===== src/rtl/pairhmm_array_scheduler.sv =====
// pairhmm_array_scheduler: dispatches Pair-HMM jobs (one read/haplotype pair
// each) onto a bank of systolic arrays and retires results in acceptance order.
// Optional per-array RUN watchdog: define SCHED_TIMEOUT_EN.
module pairhmm_array_scheduler #(
  parameter int NUM_ARRAYS  = 4,
  parameter int JOB_ID_W    = 8,
  parameter int LEN_W       = 8,
  parameter int TIMEOUT_CYC = 65535
) (
  input  logic                        clk_i,
  input  logic                        reset_n_i,
  input  logic                        job_valid_i,
  output logic                        job_ready_o,
  input  logic [JOB_ID_W-1:0]         job_id_i,
  input  logic [LEN_W-1:0]            job_x_len_i,
  input  logic [LEN_W-1:0]            job_y_len_i,
  output logic [NUM_ARRAYS-1:0]       arr_reset_o,
  output logic [NUM_ARRAYS*LEN_W-1:0] arr_x_len_o,
  output logic [NUM_ARRAYS*LEN_W-1:0] arr_y_len_o,
  input  logic [NUM_ARRAYS-1:0]       arr_complete_i,
  input  logic [NUM_ARRAYS*64-1:0]    arr_final_val_i,
  output logic [NUM_ARRAYS-1:0]       arr_busy_o,
  output logic                        res_valid_o,
  input  logic                        res_ready_i,
  output logic [JOB_ID_W-1:0]         res_id_o,
  output logic [63:0]                 res_val_o,
  output logic                        res_err_o
);
  localparam int IDX_W = (NUM_ARRAYS > 1) ? $clog2(NUM_ARRAYS) : 1;
  localparam int QD    = 2 * NUM_ARRAYS;
  localparam int PTR_W = $clog2(QD);
  localparam int CNT_W = $clog2(QD + 1);

  typedef enum logic [2:0] {S_IDLE, S_CLR1, S_CLR2, S_RUN, S_DONE} st_e;
  typedef struct packed {
    logic                zero;
    logic [IDX_W-1:0]    idx;
    logic [JOB_ID_W-1:0] id;
  } ent_t;

  st_e                            st_q   [NUM_ARRAYS];
  st_e                            st_d   [NUM_ARRAYS];
  logic [63:0]                    slot_q [NUM_ARRAYS];
  logic [63:0]                    slot_d [NUM_ARRAYS];
  logic                           err_q  [NUM_ARRAYS];
  logic                           err_d  [NUM_ARRAYS];
  logic [NUM_ARRAYS-1:0]          rst_q, busy_q, to_hit;
  logic [NUM_ARRAYS-1:0][LEN_W-1:0] xlen_q, ylen_q;

  ent_t                           mem_q [QD];
  ent_t                           push_ent, head_q, head_n;
  logic [PTR_W-1:0]               rd_q, rd_d, wr_q;
  logic [CNT_W-1:0]               cnt_q, cnt_d;
  logic [IDX_W-1:0]               rr_q, pick;
  logic                           any_idle, job_zero, full, acc, acc_norm, pop, rdy_n;

  logic                           res_valid_q;
  logic [JOB_ID_W-1:0]            res_id_q;
  logic [63:0]                    res_val_q;
  logic                           res_err_q;

  function automatic logic [PTR_W-1:0] ptr_inc(input logic [PTR_W-1:0] p);
    return (p == PTR_W'(QD - 1)) ? '0 : p + 1'b1;
  endfunction

  assign arr_reset_o = rst_q;
  assign arr_busy_o  = busy_q;
  assign arr_x_len_o = xlen_q;
  assign arr_y_len_o = ylen_q;
  assign res_valid_o = res_valid_q;
  assign res_id_o    = res_id_q;
  assign res_val_o   = res_val_q;
  assign res_err_o   = res_err_q;

  // Handshake: ready depends only on registered state plus the offered lengths.
  assign job_zero    = (job_x_len_i == '0) || (job_y_len_i == '0);
  assign full        = (cnt_q == CNT_W'(QD));
  assign job_ready_o = reset_n_i && (any_idle || job_zero) && !full;
  assign acc         = job_valid_i && job_ready_o;
  assign acc_norm    = acc && !job_zero;
  assign pop         = res_valid_q && res_ready_i;
  assign head_q      = mem_q[rd_q];
  assign push_ent    = '{zero: job_zero, idx: (job_zero ? '0 : pick), id: job_id_i};

  // Round-robin search: first IDLE array at or after the rr pointer.
  always_comb begin
    any_idle = 1'b0;
    pick     = rr_q;
    for (int k = NUM_ARRAYS - 1; k >= 0; k--) begin
      if (st_q[(int'(rr_q) + k) % NUM_ARRAYS] == S_IDLE) begin
        any_idle = 1'b1;
        pick     = IDX_W'((int'(rr_q) + k) % NUM_ARRAYS);
      end
    end
  end

`ifdef SCHED_TIMEOUT_EN
  logic [15:0] tcnt_q [NUM_ARRAYS];

  // Watchdog: count RUN cycles, restarted while the array is in CLR2.
  always_ff @(posedge clk_i or negedge reset_n_i) begin
    if (!reset_n_i) begin
      for (int i = 0; i < NUM_ARRAYS; i++) tcnt_q[i] <= '0;
    end else begin
      for (int i = 0; i < NUM_ARRAYS; i++) begin
        if (st_q[i] == S_CLR2)     tcnt_q[i] <= '0;
        else if (st_q[i] == S_RUN) tcnt_q[i] <= tcnt_q[i] + 16'd1;
      end
    end
  end

  // Last permitted RUN cycle reached.
  always_comb begin
    for (int i = 0; i < NUM_ARRAYS; i++) to_hit[i] = (tcnt_q[i] == 16'(TIMEOUT_CYC - 1));
  end
`else
  assign to_hit = '0;
`endif

  // Per-array next state; a DONE array is only released when its own entry retires.
  always_comb begin
    for (int i = 0; i < NUM_ARRAYS; i++) begin
      st_d[i]   = st_q[i];
      slot_d[i] = slot_q[i];
      err_d[i]  = err_q[i];
      case (st_q[i])
        S_IDLE: if (acc_norm && pick == IDX_W'(i)) st_d[i] = S_CLR1;
        S_CLR1: st_d[i] = S_CLR2;
        S_CLR2: st_d[i] = S_RUN;
        S_RUN: begin
          if (arr_complete_i[i]) begin
            st_d[i]   = S_DONE;
            slot_d[i] = arr_final_val_i[i*64 +: 64];
            err_d[i]  = 1'b0;
          end else if (to_hit[i]) begin
            st_d[i]   = S_DONE;
            slot_d[i] = 64'h0;
            err_d[i]  = 1'b1;
          end
        end
        S_DONE: if (pop && !head_q.zero && head_q.idx == IDX_W'(i)) st_d[i] = S_IDLE;
        default: st_d[i] = S_IDLE;
      endcase
    end
  end

  // Next head of the order queue; a push into an empty queue becomes the head at once.
  always_comb begin
    rd_d   = pop ? ptr_inc(rd_q) : rd_q;
    cnt_d  = cnt_q + CNT_W'(acc) - CNT_W'(pop);
    head_n = (acc && wr_q == rd_d) ? push_ent : mem_q[rd_d];
    rdy_n  = (cnt_d != '0) && (head_n.zero || st_d[head_n.idx] == S_DONE);
  end

  // Array FSMs, captured results and registered array-side outputs.
  always_ff @(posedge clk_i or negedge reset_n_i) begin
    if (!reset_n_i) begin
      for (int i = 0; i < NUM_ARRAYS; i++) begin
        st_q[i]   <= S_IDLE;
        slot_q[i] <= '0;
        err_q[i]  <= 1'b0;
      end
      rst_q  <= '1;
      busy_q <= '0;
      xlen_q <= '0;
      ylen_q <= '0;
    end else begin
      for (int i = 0; i < NUM_ARRAYS; i++) begin
        st_q[i]   <= st_d[i];
        slot_q[i] <= slot_d[i];
        err_q[i]  <= err_d[i];
        rst_q[i]  <= (st_d[i] != S_RUN);
        busy_q[i] <= (st_d[i] != S_IDLE);
        if (st_q[i] == S_IDLE && st_d[i] == S_CLR1) begin
          xlen_q[i] <= job_x_len_i;
          ylen_q[i] <= job_y_len_i;
        end
      end
    end
  end

  // Order queue and round-robin pointer.
  always_ff @(posedge clk_i or negedge reset_n_i) begin
    if (!reset_n_i) begin
      for (int q = 0; q < QD; q++) mem_q[q] <= '0;
      rd_q  <= '0;
      wr_q  <= '0;
      cnt_q <= '0;
      rr_q  <= '0;
    end else begin
      rd_q  <= rd_d;
      cnt_q <= cnt_d;
      if (acc) begin
        mem_q[wr_q] <= push_ent;
        wr_q        <= ptr_inc(wr_q);
      end
      if (acc_norm) rr_q <= (pick == IDX_W'(NUM_ARRAYS - 1)) ? '0 : pick + 1'b1;
    end
  end

  // Result port reflects the next head, so it holds steady while stalled.
  always_ff @(posedge clk_i or negedge reset_n_i) begin
    if (!reset_n_i) begin
      res_valid_q <= 1'b0;
      res_id_q    <= '0;
      res_val_q   <= '0;
      res_err_q   <= 1'b0;
    end else begin
      res_valid_q <= rdy_n;
      res_id_q    <= rdy_n ? head_n.id : '0;
      res_val_q   <= (rdy_n && !head_n.zero) ? slot_d[head_n.idx] : 64'h0;
      res_err_q   <= rdy_n && (head_n.zero || err_d[head_n.idx]);
    end
  end

endmodule


===== config.mk =====
export PLATFORM = sky130hd
export DESIGN_NAME = pairhmm_array_scheduler
export DESIGN_NICKNAME = d
export VERILOG_FILES = /design/src/rtl/pairhmm_array_scheduler.sv
export SDC_FILE = /design/constraint.sdc
export NUM_CORES = 1
export LEC_CHECK = 0
export CAP_MARGIN = 20
export CORE_MARGIN = 2
export CORE_UTILIZATION = 53
export CTS_CLUSTER_SIZE = 24
export DETAILED_ROUTE_END_ITERATION = 16
export PLACE_DENSITY = 0.81
export SKIP_CTS_REPAIR_TIMING = 1
export SYNTH_ARGS = -nofsm -noshare
export SYNTH_HDL_FRONTEND = slang
export SYNTH_SLANG_ARGS = --single-unit
export TNS_END_PERCENT = 50

===== constraint.sdc =====
create_clock -name clk_i -period 4.85 [get_ports clk_i]
set_input_delay 0.97 -clock clk_i [delete_from_list [all_inputs] [get_ports clk_i]]
set_output_delay 0.97 -clock clk_i [all_outputs]
set_load 0.01 [all_outputs]

==> results_dict.tcl, run 1 <==
set metrics [dict create \
    status "finished, final reports clean" \
    layout_common_cells "nand2_1, dfrtp_1, clkdlybuf4s50_1, mux2i_1, mux2_2" \
    min_period_ps 4343 \
    yosysSeqAreaShare_pct 56.47 \
    post_synth_num_cell_types 54 \
    antenna_found_initial 7 \
    grt_start_max_net_pins 192 \
    syn-num-nets 2557 \
    globalRouteMet1Util_pct 37.39 \
    grt_use_met3_pct 5.524 \
    synth_top_cell_area_share_pct 56.01 \
    ios 435 \
    place_congestion 0.8707 \
    grtUsageMet2_pct 49.29 \
    crit_start "job_x_len_i[1]" \
    netlist_instances 2255 \
    path_clk_slew_ps 70 \
    fillers 3069 \
    hpwl_um 43760 \
    r2r_slack_ps 680 \
    hold_class "in2async" \
    grt_usage_pct 30.01 \
    start_kind "primary input" \
    overflow 0 \
    skew_ps 20.22 \
    r2r-start "rd_q[1]" \
    synthTopCellsByArea "dfrtp_1, nand2_1, mux2i_1" \
    crit_family "simple AND/OR/NAND/NOR gates" \
    postRouteAntennaNets 0 \
    clock_path_buffers 3 \
    max_slew.worst_pin.slew_ps 1161 \
    period_share_pct 89.55 \
    syn_area_um2 22960 \
    synthFlopType "dfrtp_1" \
    die_x_um 212.2 \
    ys_ff_latch 518 \
    clkSinkCount 518 \
    drc 0 \
    final_common_cell "nand2_1" \
    cp.arrival_ps 4860 \
    crit_fanout 130 \
    port_buffers 434 \
    critPathBufInv 3 \
    die_area_um2 45010 \
    totalWireLength_um 67200 \
    grt_pass1_vias 18850 \
    cts_root_buf "clkbuf_16" \
    via_count 17880 \
    fmax_mhz 230.2 \
    nets 2956 \
    endpoint_kind "flip-flop" \
    irDropWorstVdd_uv 1069 \
    crit_path_max_incr_delay_ps 540 \
    grt_setup_unrepaired "no" \
    final.setup.tns_ps 0 \
    viasPerCell 5.446 \
    cts_buffers 53 \
    finalPower_mw 20.78 \
    core_area_um2 42890 \
    slowest_stage "nor4_1" \
    grt_pass1_wl_um 103600 \
    drtIter0Drc 1148 \
    power.density_nw_per_um2 697.9 \
    finalNonFillerCells 3284 \
    std_cell_rows 76 \
    slew_headroom_pct 22.60 \
    crit_chain "clkdlybuf4s50_1 > nor4_1 > nand2_1 > a41o_1 > nor4b_4 > buf_4 > mux2_8 > buf_12 > mux2i_1 > or2_2 > a21oi_2" \
    start_util_pct 53.54 \
    rr_worst_depth 12 \
    area_growth_pct 29.65 \
    postSynth.asyncResetShare_pct 100.0 \
    utilization_pct 69.42 \
    r2r_end "res_val_o[10]" \
    leakage_nw 14.64 \
    clk_latency_ps 600 \
    syn_area_per_cell_um2 10.18 \
    die_h_um 212.2 \
    yosys_warnings 0 \
    top_usage_layer "met2" \
    synth_edf_count 0 \
    drt_pass1_iterations 5 \
    yosysTopAreaCell "dfrtp_1" \
    wire_per_inst_um 20.46 \
    setup_violations 0 \
    drive_above_1_share_pct 17.63 \
    crit_cells 11 \
    cts_tree "yes" \
    critPathRequiredTime_ps 5370 \
    placedCellCount 3184 \
    finalMaxSlewViolations 0 \
    cp-endpoint "res_val_o[10]" \
    cts.htree.levels 2 \
    crit_type "in2reg" \
    drv_cap 0 \
    hold_viol_final 0 \
]
[sequential cells by signal, summed over array words and instances (netlist names), 8 cells and up]
signal	count
mem_q	88
res_id_o	8
res_val_o	64
arr_y_len_o	32
slot_q	256
st_q	12
arr_x_len_o	32
[logic make-up after synthesis]
family	after synthesis	share of synthesized area (%)
AO/OA/AOI/OAI	152	4.768
multiplexers	297	14.25
adder cells (fa/ha/maj)	14	0.7955
buffers and inverters	146	2.746
XOR/XNOR	7	0.2670
AND/OR/NAND/NOR	1121	20.71
flip-flops	518	56.47
[power by group]
part           internal, mW  total, mW  switching, mW  leakage, nW
registers              6.03       6.81          0.785         6.65
logic                  4.38       9.81           5.43         7.09
clock network          2.48       4.16           1.68        0.891
[cell type report]
| cell class | count | area [um2] | share of cell area (%) |
|---|---|---|---|
| Timing Repair Buffer | 470 | 4707 | 15.81 |
| Clock buffer | 78 | 1593 | 5.350 |
| Tap cell | 585 | 732.0 | 2.459 |
| Antenna cell | 4 | 10.01 | 0.03362 |
| Sequential cell | 518 | 12970 | 43.56 |
| Multi-Input combinational cell | 1591 | 9490 | 31.88 |
| Clock inverter | 18 | 196.4 | 0.6598 |
| Inverter | 20 | 75.07 | 0.2522 |
[worst register-to-register path: stages (launching register included)]
cell and delay [ps]:
dfrtp_1 780, ha_1 290, ha_1 280, xor2_1 180, nor3_1 180, a31oi_1 100
nor4b_4 350, buf_4 190, mux2_8 170, buf_12 520, mux2i_1 580, or2_2 340
a21oi_2 150
[per-stage QoR]
stage | cell area, um2 | hold slack, ps | setup WS, ps
final | 29770 | 167.7 | 506.8
after global routing | 29770 | 146.5 | 387.3
after floorplan | 22960 | 440.1 | 1037
after detailed placement | 27970 | 457.6 | 27.82
after global placement | 27970 | 451.5 | 57.55
after CTS | 29760 | 135.5 | 658.7
[per-layer routing]
layer / up-vias / wire length (um)
met2: 643 / 32490
met4: 6 / 3849
met3: 210 / 4157
li1: 8151 / -
met5: - / 41
met1: 8874 / 26660
[worst min-delay path by stage]
stage	endpoint	slack (ps)	cells past startpoint
global route	cnt_q[0]	150	1
finish	cnt_q[0]	170	1
CTS	cnt_q[0]	140	1
detailed placement	slot_q[96]	460	2
global placement	slot_q[195]	450	2
floorplan	slot_q[0]	440	2
[Yosys cell counts, drive strengths merged, types with 16 or more instances]
cell type	number
mux2	133
dfrtp	514
or2	128
nand2	890
o21ai	41
buf	26
a31oi	16
nand3	28
a21oi	66
inv	19
mux2i	155
clkbuf	100
No activity file was read; power rests on OpenSTA's default activity.
==> inputs of run 2 (changes only) <==
--- a/config.mk
+++ b/config.mk
@@ -5,13 +5,11 @@
 export SDC_FILE = /design/constraint.sdc
 export NUM_CORES = 1
 export LEC_CHECK = 0
-export CAP_MARGIN = 20
 export CORE_MARGIN = 2
 export CORE_UTILIZATION = 53
 export CTS_CLUSTER_SIZE = 24
 export DETAILED_ROUTE_END_ITERATION = 16
 export PLACE_DENSITY = 0.81
-export SKIP_CTS_REPAIR_TIMING = 1
 export SYNTH_ARGS = -nofsm -noshare
 export SYNTH_HDL_FRONTEND = slang
 export SYNTH_SLANG_ARGS = --single-unit
==> results of run 2 <==
Final layout, timing and power as in run 1 (identical DEF).
